--- src/rtl/wt_mem_arbiter.sv ---
// Round-robin arbiter sharing one memory request channel between I$ (src 0) and D$ (src 1), with tid-based return routing.
// Optional: define WT_MEM_ARB_ERR_EN to add the sticky err_o flag for returns to unallocated tids.
module wt_mem_arbiter #(
    parameter int unsigned ReqWidth  = 128,
    parameter int unsigned RtrnWidth = 160,
    parameter int unsigned NumTid    = 4,
    parameter int unsigned TidWidth  = $clog2(NumTid)
) (
    input  logic                 clk_i,
    input  logic                 rst_i,
    input  logic                 clr_i,
    input  logic                 stall_i,
    output logic                 busy_o,
    input  logic                 ic_req_i,
    output logic                 ic_ack_o,
    input  logic [ReqWidth-1:0]  ic_data_i,
    output logic                 ic_rtrn_vld_o,
    output logic [RtrnWidth-1:0] ic_rtrn_o,
    input  logic                 dc_req_i,
    output logic                 dc_ack_o,
    input  logic [ReqWidth-1:0]  dc_data_i,
    output logic                 dc_rtrn_vld_o,
    output logic [RtrnWidth-1:0] dc_rtrn_o,
    output logic                 mem_req_o,
    input  logic                 mem_ack_i,
    output logic [ReqWidth-1:0]  mem_data_o,
    output logic [TidWidth-1:0]  mem_tid_o,
    input  logic                 mem_rtrn_vld_i,
    input  logic [TidWidth-1:0]  mem_rtrn_tid_i,
`ifdef WT_MEM_ARB_ERR_EN
    output logic                 err_o,
`endif
    input  logic [RtrnWidth-1:0] mem_rtrn_i
);

    typedef enum logic {IDLE, REQ} state_e;

    state_e              state_q, state_d;
    logic                rr_q, rr_d;
    logic [NumTid-1:0]   tid_vld_q, tid_vld_d;
    logic [NumTid-1:0]   src_q, src_d;
    logic [ReqWidth-1:0] data_q, data_d;
    logic [TidWidth-1:0] tid_q, tid_d;
    logic [TidWidth-1:0] free_tid;
    logic                any_free;
    logic                rtrn_hit;
    logic                rtrn_src;
    logic                winner;

    // Free tids come from registered state only, so a same-cycle return is not reused yet.
    always_comb begin
        any_free = |(~tid_vld_q);
        free_tid = '0;
        for (int i = NumTid - 1; i >= 0; i--) begin
            if (!tid_vld_q[i]) free_tid = TidWidth'(i);
        end
    end

    assign rtrn_hit = mem_rtrn_vld_i & tid_vld_q[mem_rtrn_tid_i] & ~clr_i;
    assign rtrn_src = src_q[mem_rtrn_tid_i];

    always_comb begin
        state_d   = state_q;
        rr_d      = rr_q;
        tid_vld_d = tid_vld_q;
        src_d     = src_q;
        data_d    = data_q;
        tid_d     = tid_q;
        winner    = 1'b0;
        ic_ack_o  = 1'b0;
        dc_ack_o  = 1'b0;

        if (rtrn_hit) tid_vld_d[mem_rtrn_tid_i] = 1'b0;

        case (state_q)
            IDLE: begin
                if ((ic_req_i | dc_req_i) & ~stall_i & any_free & ~clr_i) begin
                    // On a tie the source that did not win last time goes first.
                    winner              = (ic_req_i & dc_req_i) ? ~rr_q : dc_req_i;
                    ic_ack_o            = ~winner;
                    dc_ack_o            = winner;
                    data_d              = winner ? dc_data_i : ic_data_i;
                    tid_d               = free_tid;
                    tid_vld_d[free_tid] = 1'b1;
                    src_d[free_tid]     = winner;
                    rr_d                = winner;
                    state_d             = REQ;
                end
            end
            REQ: begin
                if (mem_ack_i) state_d = IDLE;
            end
            default: state_d = IDLE;
        endcase

        if (clr_i) begin
            state_d   = IDLE;
            rr_d      = 1'b1;
            tid_vld_d = '0;
            src_d     = '0;
            data_d    = '0;
            tid_d     = '0;
        end
    end

    always_ff @(posedge clk_i or posedge rst_i) begin
        if (rst_i) begin
            state_q   <= IDLE;
            rr_q      <= 1'b1;
            tid_vld_q <= '0;
            src_q     <= '0;
            data_q    <= '0;
            tid_q     <= '0;
        end else begin
            state_q   <= state_d;
            rr_q      <= rr_d;
            tid_vld_q <= tid_vld_d;
            src_q     <= src_d;
            data_q    <= data_d;
            tid_q     <= tid_d;
        end
    end

`ifdef WT_MEM_ARB_ERR_EN
    logic err_q, err_d;

    assign err_d = clr_i ? 1'b0
                         : (err_q | (mem_rtrn_vld_i & ~tid_vld_q[mem_rtrn_tid_i]));

    always_ff @(posedge clk_i or posedge rst_i) begin
        if (rst_i) err_q <= 1'b0;
        else       err_q <= err_d;
    end

    assign err_o = err_q;
`endif

    assign mem_req_o     = (state_q == REQ);
    assign mem_data_o    = data_q;
    assign mem_tid_o     = tid_q;
    assign busy_o        = (state_q != IDLE) | (|tid_vld_q);
    assign ic_rtrn_vld_o = rtrn_hit & ~rtrn_src;
    assign dc_rtrn_vld_o = rtrn_hit & rtrn_src;
    assign ic_rtrn_o     = mem_rtrn_i;
    assign dc_rtrn_o     = mem_rtrn_i;

endmodule

--- config.mk ---
export PLATFORM = sky130hd
export DESIGN_NAME = wt_mem_arbiter
export DESIGN_NICKNAME = d
export VERILOG_FILES = /design/src/rtl/wt_mem_arbiter.sv
export SDC_FILE = /design/constraint.sdc
export NUM_CORES = 1
export LEC_CHECK = 0
export ABC_AREA = 1
export BUFFER_PORTS_ARGS = -buffer_cell sky130_fd_sc_hd__clkbuf_2
export CAP_MARGIN = 20
export CORE_AREA = 2 2 347 349
export CTS_BUF_LIST = sky130_fd_sc_hd__clkbuf_8
export CTS_CLUSTER_DIAMETER = 80
export DETAILED_ROUTE_END_ITERATION = 8
export DIE_AREA = 0 0 349 351
export GPL_ROUTABILITY_DRIVEN = 0
export PLACE_DENSITY = 0.3
export SLEW_MARGIN = 20
export SYNTH_ARGS = -nofsm -noshare
export SYNTH_HDL_FRONTEND = slang
export SYNTH_SLANG_ARGS = --single-unit
--- constraint.sdc ---
create_clock -name clk_i -period 12.6 [get_ports clk_i]
set_input_delay 2.52 -clock clk_i [delete_from_list [all_inputs] [get_ports clk_i]]
set_output_delay 2.52 -clock clk_i [all_outputs]
set_load 0.02 [all_outputs]
==> run summary <==
placed cell area: 10800 sq um
Worst slew margin: 0.332
Clock Tree Buf Depth: 2
nets: 1604
PD cells: 106 nW/um^2
CTS Sinks: 140
Layout area overhead: 18.1%
GR Util All Layers: 0.0647
starting density of the core: 0.0795
Post-Syn Nets: 1558
CP startpoint kind: primary input
CP required: 10080 ps
Peak Freq: 0.148 GHz
vias in the first global route: 7815
max_cap viols: 0
Core Box Area: 119000 sq um
via count: 7312
DRT iter0 DRCs: 314
final setup fails: 0
Avg Synthesized Cell Area: 8.36 sq um
antenna-violating nets left: 0
CTS resizes: 0
Hold WS: 482 ps
kind of critical path: in -> out
Routed WL: 39900 microns
Area contributors post-synth: dfrtp_1 (37%), buf_4 (26%), nand2_1 (11%)
fraction of layout cells with a size suffix above 1: 0.489
CTS tree: built
Fin. Hold Viols: 0
largest net degree at the start of global routing: 76
clock skew: 15.1 ps
Clock Root Buffer: clkbuf_8
status: finished, final reports clean
count of state elements after synthesis: 140
fin crit share: 0.536
Max IR drop VDD: 0.0821 mV
IO buf count: 401
initial antenna violation count: 7
die area: 122000 sq um
post-synthesis async set-or-reset flop share: 1.00
total CTS buffers: 17
Post-synth EDFFs: 0
Leakage: 0.00533 uW
mapped cell area: 9470 sq um
hold_buf cts: 0
first-pass GRT wire length: 55700 microns
Top Ports: 882
die width: 349 microns
buffers and inverters on the worst path: 3
placed cell count: 2707
final period demand of the worst path: 6750 ps
RSZ-0062 raised after global routing: no
Clk pin slew, worst setup/hold paths: 80 ps
top cell type by total area after synthesis: dfrtp_1
vias per cell: 2.66
CP Max Fanout: 72
top post-synthesis cells by count: buf_4 (322), nand2_1 (290), dfrtp_1 (139), or2_2 (128), o2111ai_1 (68)
Finished Cell Area: 11200 sq um
Max stage delay cell, worst path: buf_4
Synth Instances: 1132
Worst Tran Pin Value: 1000 ps
CP peak stage delay: 750 ps
Yosys top cell area share: 0.367
drt pass-1 iters: 4
DP HPWL: 29600 microns
Finished Layout Cells: 2744
Ys Warns: 0
Crit path arrival time: 4230 ps
fin. max-slew vios: 0
Worst path most repeated cell: clkbuf_2
remaining global-route overflow: 0
Seq/Total Area, Yosys: 0.370
Distinct cells, synth: 20
critical path's top delay family: buffers and inverters
setup bufs post-CTS: 0
Die Ht: 351 microns
Main synth FF type: dfrtp_1
# DRC: 0
Worst-Skew Late Latency: 600 ps
worst path cell trace: clkbuf_2 -> nand2_1 -> nand2_4 -> buf_4 -> nor2_1 -> clkbuf_2
Worst Setup End Kind: primary output
total negative slack: 0 ps
Routed WL per cell: 14.5 microns
# H-tree levels: 4
Finished Core Util: 0.0940
count leader, synth: buf_4
Core Rows: 127
Hold Crit Class: reg -> reg
==> area by class of cell <==
cell class,instances,area (sq um)
Multi-Input combinational cell,592,3160
Tap cell,1548,1940
Clock buffer,18,248
Antenna cell,5,12.5
Inverter,17,73.8
Sequential cell,140,3500
Timing Repair Buffer,410,2070
Fill cell,13928,108000
Clock inverter,14,174
==> where the power goes <==
group	total, uW	switching [uW]	internal (uW)
Combinational	248	162	85.1
Sequential	501	19.2	481
Clock	438	249	189
Total	1190	431	755
==> placed cells by master, fill, tap and decap left out <==
cell type,n
clkinv_2,1
inv_2,3
inv_6,6
inv_8,3
nor2_1,18
o2111ai_1,68
clkinv_1,1
o21ai_0,10
inv_4,2
bufinv_16,2
clkbuf_8,18
inv_1,10
clkinv_8,1
nand2_2,3
nor3_1,2
nand2_4,1
nand3_1,5
a21oi_1,7
clkinvlp_4,2
clkbuf_2,401
or2_2,128
dfrtp_1,139
nand2_1,289
diode_2,5
o211ai_1,60
dfstp_2,1
nor2_4,1
buf_4,9
==> tightest hold or removal path, stage by stage, from the launching register on <==
cell,delay (ps)
dfrtp_1,350
nand2_1,50
nand2_1,60
==> path summary, 6_finish.rpt <==
check                                 end  cells after the start            from  slack (ps)
setup reg to reg           mem_data_o[55]                      9       mem_req_o        9380
setup / recovery                 dc_ack_o                      6        ic_req_i        5850
max in group asynchronous   mem_data_o[5]                      3           rst_i        9390
hold / removal             mem_data_o[89]                      2  mem_data_o[89]         480
hold reg to reg            mem_data_o[89]                      2  mem_data_o[89]         480
min in group asynchronous  mem_data_o[45]                      2           rst_i        1990
==> logic make-up after synthesis <==
logic type	share of synthesized area
and+or+nand+nor	0.213
buffers and inverters	0.297
AOI/OAI and AO/OA	0.119
DFF	0.370
==> flip-flops by register name (all words and copies together), names as in the netlist <==
signal	flops
mem_data_o	128
mem_tid_o	2
rr_q	1
src_q	4
mem_req_o	1
tid_vld_q	4
==> metrics by stage <==
| step | total power (uW) | setup slack, ps |
|---|---|---|
| 6_report | 1190 | 5850 |
| 5_1_grt | 1280 | 5590 |
| 4_1_cts | 1240 | 5760 |
| 3_5_place_dp | 767 | 5760 |
| 3_3_place_gp | 769 | 5720 |
| 2_1_floorplan | 791 | 6330 |
==> per-layer routing <==
layer / vias to the layer above / routed length, microns / track usage
met5: - / 13 / 0
met3: 173 / 4100 / 0.0297
met1: 3276 / 14000 / 0.0641
met2: 386 / 19500 / 0.107
li1: 3475 / - / -
met4: 2 / 2360 / 0.0479
Power figures use the tool's default switching activity.
